**src/rtl/uart_pkg.sv**
```systemverilog
// Shared UART definitions: default data width, error-counter width and the
// pointer-width helper (one extra wrap bit above the address bits).
package uart_pkg;

    localparam int UART_DATA_WIDTH = 8;
    localparam int UART_ERR_CNT_W  = 8;

    function automatic int uart_ptr_w(input int depth);
        return $clog2(depth) + 1;
    endfunction

endpackage

```
**src/rtl/uart_rx_fifo_mem.sv**
```systemverilog
// DEPTH x DATA_WIDTH register array: synchronous write, asynchronous read, no reset.
// Latency: write visible on the read port the cycle after the write edge; no backpressure.
module uart_rx_fifo_mem
    import uart_pkg::*;
#(
    parameter int DATA_WIDTH = UART_DATA_WIDTH,
    parameter int DEPTH      = 8,
    localparam int AW        = $clog2(DEPTH)
) (
    input  logic                  clk,
    input  logic                  wr_en,
    input  logic [AW-1:0]         wr_addr,
    input  logic [DATA_WIDTH-1:0] wr_data,
    input  logic [AW-1:0]         rd_addr,
    output logic [DATA_WIDTH-1:0] rd_data
);

    logic [DATA_WIDTH-1:0] r_mem [DEPTH];

    always_ff @(posedge clk) begin
        if (wr_en) r_mem[wr_addr] <= wr_data;
    end

    assign rd_data = r_mem[rd_addr];

endmodule

```
**src/rtl/uart_rx_frame_fifo.sv**
```systemverilog
// Captures one UART RX byte per rx_data_valid rising edge into a FWFT FIFO; rd_valid one cycle after push.
// Valid/ready read port; a push into a full FIFO without a same-cycle pop is dropped and sets sticky overflow.
// Optional RX_ERR_CNT_EN adds saturating parity/stop error edge counters.
module uart_rx_frame_fifo
    import uart_pkg::*;
#(
    parameter int DATA_WIDTH = UART_DATA_WIDTH,
    parameter int DEPTH      = 8,
    parameter int CNT_W      = UART_ERR_CNT_W
) (
    input  logic                     clk,
    input  logic                     reset,
    input  logic [DATA_WIDTH-1:0]    rx_p_data,
    input  logic                     rx_data_valid,
    input  logic                     rx_par_err,
    input  logic                     rx_stp_err,
    input  logic                     rd_ready,
    output logic                     rd_valid,
    output logic [DATA_WIDTH-1:0]    rd_data,
    output logic                     fifo_full,
    output logic [$clog2(DEPTH):0]   fill_level,
`ifdef RX_ERR_CNT_EN
    output logic [CNT_W-1:0]         par_err_cnt,
    output logic [CNT_W-1:0]         stp_err_cnt,
    input  logic                     clr_err_cnt,
`endif
    output logic                     overflow,
    input  logic                     clr_overflow
);

    localparam int PW = uart_ptr_w(DEPTH);
    localparam logic [PW-1:0] PTR_ONE = PW'(1);

    logic [PW-1:0] r_wr_ptr, r_rd_ptr;
    logic          r_dv_q;
    logic          r_overflow;
    logic          w_push_req, w_empty, w_full, w_pop, w_push;

    assign w_push_req = rx_data_valid & ~r_dv_q;
    assign w_empty    = (r_wr_ptr == r_rd_ptr);
    assign w_full     = (r_wr_ptr[PW-1] != r_rd_ptr[PW-1]) &&
                        (r_wr_ptr[PW-2:0] == r_rd_ptr[PW-2:0]);
    assign w_pop      = ~w_empty & rd_ready;
    // A pop in the same cycle frees the head slot, so a full FIFO can still accept.
    assign w_push     = w_push_req & (~w_full | w_pop);

    // dv_q resets high so a valid level held through reset release is not a new frame.
    always_ff @(posedge clk or negedge reset) begin
        if (!reset) begin
            r_dv_q     <= 1'b1;
            r_wr_ptr   <= '0;
            r_rd_ptr   <= '0;
            r_overflow <= 1'b0;
        end else begin
            r_dv_q <= rx_data_valid;
            if (w_push) r_wr_ptr <= r_wr_ptr + PTR_ONE;
            if (w_pop)  r_rd_ptr <= r_rd_ptr + PTR_ONE;
            if (w_push_req & w_full & ~w_pop) r_overflow <= 1'b1;
            else if (clr_overflow)            r_overflow <= 1'b0;
        end
    end

    uart_rx_fifo_mem #(
        .DATA_WIDTH (DATA_WIDTH),
        .DEPTH      (DEPTH)
    ) u_mem (
        .clk     (clk),
        .wr_en   (w_push),
        .wr_addr (r_wr_ptr[PW-2:0]),
        .wr_data (rx_p_data),
        .rd_addr (r_rd_ptr[PW-2:0]),
        .rd_data (rd_data)
    );

    assign rd_valid   = ~w_empty;
    assign fifo_full  = w_full;
    assign fill_level = r_wr_ptr - r_rd_ptr;
    assign overflow   = r_overflow;

`ifdef RX_ERR_CNT_EN
    localparam logic [CNT_W-1:0] CNT_ONE = CNT_W'(1);

    logic             r_par_q, r_stp_q;
    logic [CNT_W-1:0] r_par_cnt, r_stp_cnt;

    always_ff @(posedge clk or negedge reset) begin
        if (!reset) begin
            r_par_q   <= 1'b1;
            r_stp_q   <= 1'b1;
            r_par_cnt <= '0;
            r_stp_cnt <= '0;
        end else begin
            r_par_q <= rx_par_err;
            r_stp_q <= rx_stp_err;
            if (clr_err_cnt) begin
                r_par_cnt <= '0;
                r_stp_cnt <= '0;
            end else begin
                if (rx_par_err & ~r_par_q & (r_par_cnt != '1)) r_par_cnt <= r_par_cnt + CNT_ONE;
                if (rx_stp_err & ~r_stp_q & (r_stp_cnt != '1)) r_stp_cnt <= r_stp_cnt + CNT_ONE;
            end
        end
    end

    assign par_err_cnt = r_par_cnt;
    assign stp_err_cnt = r_stp_cnt;
`else
    logic w_unused_err;
    assign w_unused_err = rx_par_err ^ rx_stp_err ^ (CNT_W > 0);
`endif

endmodule

```
**config.mk**
```make
export PLATFORM = sky130hd
export DESIGN_NAME = uart_rx_frame_fifo
export DESIGN_NICKNAME = d
export VERILOG_FILES = /design/src/rtl/uart_pkg.sv /design/src/rtl/uart_rx_fifo_mem.sv /design/src/rtl/uart_rx_frame_fifo.sv
export SDC_FILE = /design/constraint.sdc
export NUM_CORES = 1
export LEC_CHECK = 0
export CAP_MARGIN = 25
export CORE_ASPECT_RATIO = 1.2
export CORE_MARGIN = 4
export CORE_UTILIZATION = 31
export CTS_BUF_LIST = sky130_fd_sc_hd__clkbuf_4 sky130_fd_sc_hd__clkbuf_8
export CTS_CLUSTER_DIAMETER = 50
export DETAILED_ROUTE_END_ITERATION = 8
export SLEW_MARGIN = 15
export SYNTH_ARGS = -nofsm -noshare
export SYNTH_HDL_FRONTEND = slang
export SYNTH_HIERARCHICAL = 1
export SYNTH_SLANG_ARGS = --single-unit
export TNS_END_PERCENT = 30
```
**constraint.sdc**
```tcl
create_clock -name clk -period 2.5 [get_ports clk]
set_input_delay 0.625 -clock clk [delete_from_list [all_inputs] [get_ports clk]]
set_output_delay 0.625 -clock clk [all_outputs]
set_load 0.005 [all_outputs]
```
# Word-level counts from Yosys, hierarchy flattened
# Memories as Yosys holds them, arrays and structs flattened.
# Cells that the tools add are included.
[totals]
ff_bits = 10
n_memories = 1
out_inout_bits = 15
mem_bits_rw = 64
inputBits = 15
wordCells = 27
[memory_table]
columns = ["name", "words", "width", "rd", "rd_clocked_by_memory_dff", "write_ports", "line", "source"]
rows = [
  ["u_mem.r_mem", 8, 8, 1, 0, 1, "uart_rx_fifo_mem.sv:18", "logic [DATA_WIDTH-1:0] r_mem [DEPTH];"],
]
[op_classes]
add_sub_neg = 3
eq_ne = 3
n_reduce_logical = 2
mux = 4
bitwise = 10
[ops]
columns = ["operator", "count"]
rows = [
  ["$add A4 B1 Y4 const B", 2],
  ["$and A1 B1 Y1", 5],
  ["$eq A4 B4 Y1", 1],
  ["$mux W1", 4],
  ["$not A1 Y1", 4],
  ["$sub A4 B4 Y4", 1],
  ["$eq A3 B3 Y1", 1],
  ["$reduce_bool A2 Y1", 1],
  ["$logic_and A1 B1 Y1", 1],
  ["$ne A1 B1 Y1", 1],
  ["$or A1 B1 Y1", 1],
]

# Depth between registers and ports, before layout
[depth]
ltp_word = 7
ltp_mapped = 6
mapped_depth_nobuf = 6

# Hierarchy
# Netlist, hierarchy kept.
[modules_own_cells]
columns = ["module", "seq_area_each_um2", "n_inst", "area_each_um2", "cells_each"]
rows = [
  ["uart_rx_fifo_mem", 1921.8, 1, 2531.2, 106],
  ["uart_rx_frame_fifo", 251.5, 1, 593.1, 53],
]

# Least setup slack after synthesis
# Ideal clock, no wire load.
[synth_timing]
kind = "register to register"
from = "reg r_wr_ptr[0]"
to = "mem u_mem/r_mem[0][0] (netlist name), enable pin"
t_required_ns = 2.117
t_arrival_ns = 2.011
path_stages_with_launch = 7
setup_ns = 0.383
synth_period_minus_slack_ns = 2.395
path_slack_ns = 0.105
path_buffers = 0
path_cell_list = "dfrtp_1 > inv_1 > ha_1 > and3_4 > a31oi_4 > nand2b_1 > nor3_1"
[synth_between]
elab_chain_cells = 7
word_cells_on_any_way = 10
cone_classes = "2 x eq/ne; 2 x mux; 5 x bitwise; 1 x reduce/logical"
[synth_rtl]
columns = ["item", "line", "source"]
rows = [
  ["start: declaration", "uart_rx_frame_fifo.sv:34", "logic [PW-1:0] r_wr_ptr, r_rd_ptr;"],
  ["start signal: assignment", "uart_rx_frame_fifo.sv:56", "if (w_push) r_wr_ptr <= r_wr_ptr + PTR_ONE;"],
  ["$eq A4 B4 Y1 / $eq A3 B3 Y1 (equally long branches)", "uart_rx_frame_fifo.sv:40, uart_rx_frame_fifo.sv:42", ""],
  ["$not A1 Y1 / $logic_and A1 B1 Y1 (equally long branches)", "uart_rx_frame_fifo.sv:43, uart_rx_frame_fifo.sv:41", ""],
  ["$and A1 B1 Y1 / $not A1 Y1 (equally long branches)", "uart_rx_frame_fifo.sv:43, uart_rx_frame_fifo.sv:45", ""],
  ["$or A1 B1 Y1 (*)", "uart_rx_frame_fifo.sv:45", "assign w_push = w_push_req & (~w_full | w_pop);"],
  ["$and A1 B1 Y1 (*)", "uart_rx_frame_fifo.sv:45", ""],
  ["named net w_push", "uart_rx_frame_fifo.sv:37", "logic w_push_req, w_empty, w_full, w_pop, w_push;"],
  ["$mux W1 (*)", "uart_rx_fifo_mem.sv:21", "if (wr_en) r_mem[wr_addr] <= wr_data;"],
  ["$mux W1 (implied by the code) (*)", "uart_rx_fifo_mem.sv:21", ""],
  ["end: declaration", "uart_rx_fifo_mem.sv:18", ""],
]
# Mark *: on every way through the listed nets, which the timed path passes. The rest lies on a longest branch.

# Final worst setup path
[layout_timing]
from = "reg r_rd_ptr[0]"
to = "out rd_data[1]"
[layout_between]
elab_chain_cells = 1
[layout_rtl]
columns = ["item", "line", "source"]
rows = [
  ["start: declaration", "uart_rx_frame_fifo.sv:34", ""],
  ["start signal: assignment", "uart_rx_frame_fifo.sv:57", "if (w_pop) r_rd_ptr <= r_rd_ptr + PTR_ONE;"],
  ["$mem_v2 Z8 W8", "n/a", ""],
  ["end: declaration", "uart_rx_frame_fifo.sv:19", "output logic [DATA_WIDTH-1:0] rd_data,"],
]
# Every way passes these cells.

==> impl_metrics.csv <==
group,metric,value,unit
run_status,failed_checks,"negative setup slack",
timing,worst_slew_margin_rel,68.0,%
worst_setup_path,regToRegSetupSlack,0.43,ns
yosys,synth.area.top_cells,"edfxtp_1 (62%), mux4_1 (13%), dfrtp_1 (7.2%), mux2_2 (2.9%), xnor2_1 (2.2%)",
timing,worst_pin_slew,0.478,ns
timing,timing.clock.skew,0.00673,ns
worst_setup_path,critical_path.startpoint_type,"register",
yosys,postSynthCellCount,159,
worst_setup_path,timing.critical_path.to_type,"output port",
final_layout,fin_util,42.0,%
clocking,htree_num_levels,3,
yosys,syn-mean-instance-area,19.6,um2
clocking,cts-root-to-sink-buffers,2,
power_and_ir_drop,leakage,0.00150,uW
place,place_congestion,0.728,
timing,ratio_of_final_minimum_period_to_clock_period,100,%
die,io_pins,30,
global_routing,grt_remaining_overflow,0,
yosys,synth_top_family_by_area,"multiplexers",
worst_setup_path,ff2ff_path_depth,7,
worst_setup_path,cp.arrival,1.88,ns
yosys,synth-simple-area-share,4.21,%
final_layout,mostFrequentLayoutCells,"edfxtp_1 (64), buf_4 (27), mux4_2 (15)",
place,numPortBuffers,27,
clocking,cell_at_the_root_of_the_clock_tree,"clkbuf_8",
final_layout,area_growth_syn_to_layout,29.8,%
drt,route.vias.total,1614,
run_status,outcome,"complete, but fails checks",
worst_setup_path,reg2reg_to,"u_mem/r_mem[4][0]",
place,cell_area_placed,3700,um2
drt,drcViolationCount,0,
yosys,synth-compound-area-share,1.60,%
timing,min_hold_slack,0.527,ns
yosys,synth_edf_count,64,
global_routing,gr-usage-all-layers,11.1,%
clocking,cts.sink_count,74,
final_layout,diodes_inserted,0,
hold_path,worstHoldStart,"r_rd_ptr[3]",
yosys,asyncSetResetFlopFracSynth,13.5,%
timing,setup_viol,1,
yosys,synth_top_cell_by_area,"edfxtp_1",
yosys,synthXorXnorAreaFrac,2.80,%
drt,postRouteAntennaNets,0,
hold_path,worst_hold_path_type,"register to register",
yosys,ys_dominant_reg_cell,"edfxtp_1",
final_layout,number_of_nets_in_the_layout,247,
place,place_hpwl,3740,um
yosys,yosysUniqueCellTypes,32,
power_and_ir_drop,p_per_area,1210,nW/um2
die,coreArea,9660,um2
drt,iter_0_drt_violations,74,
drt,detailedRoute.firstPassIterationCount,4,
final_layout,layout_commonest_cell,"edfxtp_1",
final_layout,final_cell_area,4060,um2
flow_run,maxCapViolations,0,
timing,fmax,399,MHz
timing,final_period_minus_worst_setup_slack,2.50,ns
global_routing,initial_antenna_violation_count,0,
timing,final-hold-violation-count,0,
yosys,mux_contribution_to_synthesized_area,16.7,%
die,floorplan.die.width,99.6,um
clocking,clock_insertion_delay_worst_skew,0.34,ns
drt,detail_route.wl_per_cell,16.8,um
yosys,ys_warn_count,6,
die,die_h,118,um
power_and_ir_drop,worst_ir_drop_vdd,0.771,mV
worst_setup_path,worstPathRequired,1.88,ns
timing,totalNegativeSetupSlack,-0.00313,ns
clocking,clk_pin_slew_worst_setup_hold_paths,0.08,ns
yosys,synth_top_area_share,61.5,%
timing,setup_repair_after_global_routing_missed_its_margin,"true",
die,fp.dieArea,11800,um2
clocking,number_of_buffers_created_by_cts,9,
final_layout,fillers,919,
worst_setup_path,critPathMaxFanout,8,
yosys,post_synth_fa_ha_maj_area_fraction,2.64,%
drt,route.final.wire_length,5950,um
timing,fin_ws,-0.00313,ns
timing,final_max_tran_viols,0,
yosys,synth-seq-area-share,69.6,%
yosys,yosys_register_bits,74,
hold_path,min_delay_worst_endpoint,"r_rd_ptr[3]",
global_routing,largest_net_degree_at_the_start_of_global_routing,14,
yosys,syn_nets,180,
yosys,synth_area,3120,um2
clocking,tritoncts,"yes",
worst_setup_path,path_class,"register to output port",
die,placement_rows,39,
power_and_ir_drop,totalPowerFinal,4910,uW
global_routing,grt_pass1_wl,9830,um
worst_setup_path,regToRegStartpoint,"r_rd_ptr[0]",
hold_path,whs_path_depth,1,
drt,drt-vias-per-instance,4.56,
final_layout,drive_gt1_share,41.1,%
die,start_util,32.3,%
global_routing,first_global_vias,1805,
[repair_timing]
item / in CTS / in global routing
setup endpoints to repair: 13 / 12
cloned: 1 / 0
buffers inserted: 9 / 2
gates resized for setup: 81 / 4
hold buffers: 0 / 0
pin swaps: 2 / 0
[state kept, by name, summed over array words and instances (netlist names)]
name and cells:
overflow 1, r_dv_q 1, r_rd_ptr 4, r_wr_ptr 4, u_mem/r_mem 64
[worst max path at each step]
stage | start | endpoint | depth (start not counted)
after floorplan | r_wr_ptr[0] | u_mem/r_mem[0][0] | 6
after global placement | r_rd_ptr[0] | rd_data[3] | 4
after CTS | r_rd_ptr[0] | rd_data[7] | 6
after global routing | r_rd_ptr[0] | rd_data[0] | 5
after detailed placement | r_rd_ptr[0] | rd_data[7] | 4
final | r_rd_ptr[0] | rd_data[1] | 5
[synth_stat cells (all sizes together), types with 2 or more instances]
| master | n |
|---|---|
| xor2 | 2 |
| nor3 | 2 |
| edfxtp | 64 |
| mux2 | 9 |
| inv | 9 |
| mux4 | 16 |
| nor2 | 6 |
| dfrtp | 9 |
| ha | 5 |
| nand2b | 4 |
| buf | 4 |
| a21oi | 2 |
| nand4 | 2 |
| nand2 | 7 |
| xnor2 | 8 |
[per-stage QoR]
step	instances	setup WS, ns
5_1_grt	354	-0.0791
6_report	354	-0.00313
2_1_floorplan	159	0.105
3_5_place_dp	328	0.00424
4_1_cts	354	-0.105
3_3_place_gp	328	0.00841
[worst max-delay path, cell delays in order (launching register included)]
cell and delay [ns]:
dfrtp_2 0.38, buf_6 0.18, buf_12 0.12, mux4_2 0.47, mux2_4 0.28, buf_6 0.12
[kinds of logic after synthesis]
family          after synthesis
compound gates                6
fa+ha+maj                     6
mux                          25
xor+xnor                     10
flops                        74
buf+inv                      14
simple gates                 24
[layout make-up]
cell class              count  area (um2)  area share, %
clock buffers              10         131           3.24
repair buffers             61         561           13.8
inverters                   9        33.8          0.833
multi-input cells          71         865           21.3
flip-flops and latches     74        2170           53.6
well taps                 123         154           3.79
clock inverters             6         138           3.39
[power breakdown]
group	switching [uW]	internal, uW
Sequential	68.0	1500
Combinational	873	1250
Clock	439	781
Total	1380	3530
[routing by layer]
layer	wire length, um	global-route usage (%)
met5	0	0
met2	2940	17.5
met3	167	3.32
met1	2760	14.6
met4	82	3.84
No activity file was read; power rests on OpenSTA's default activity.
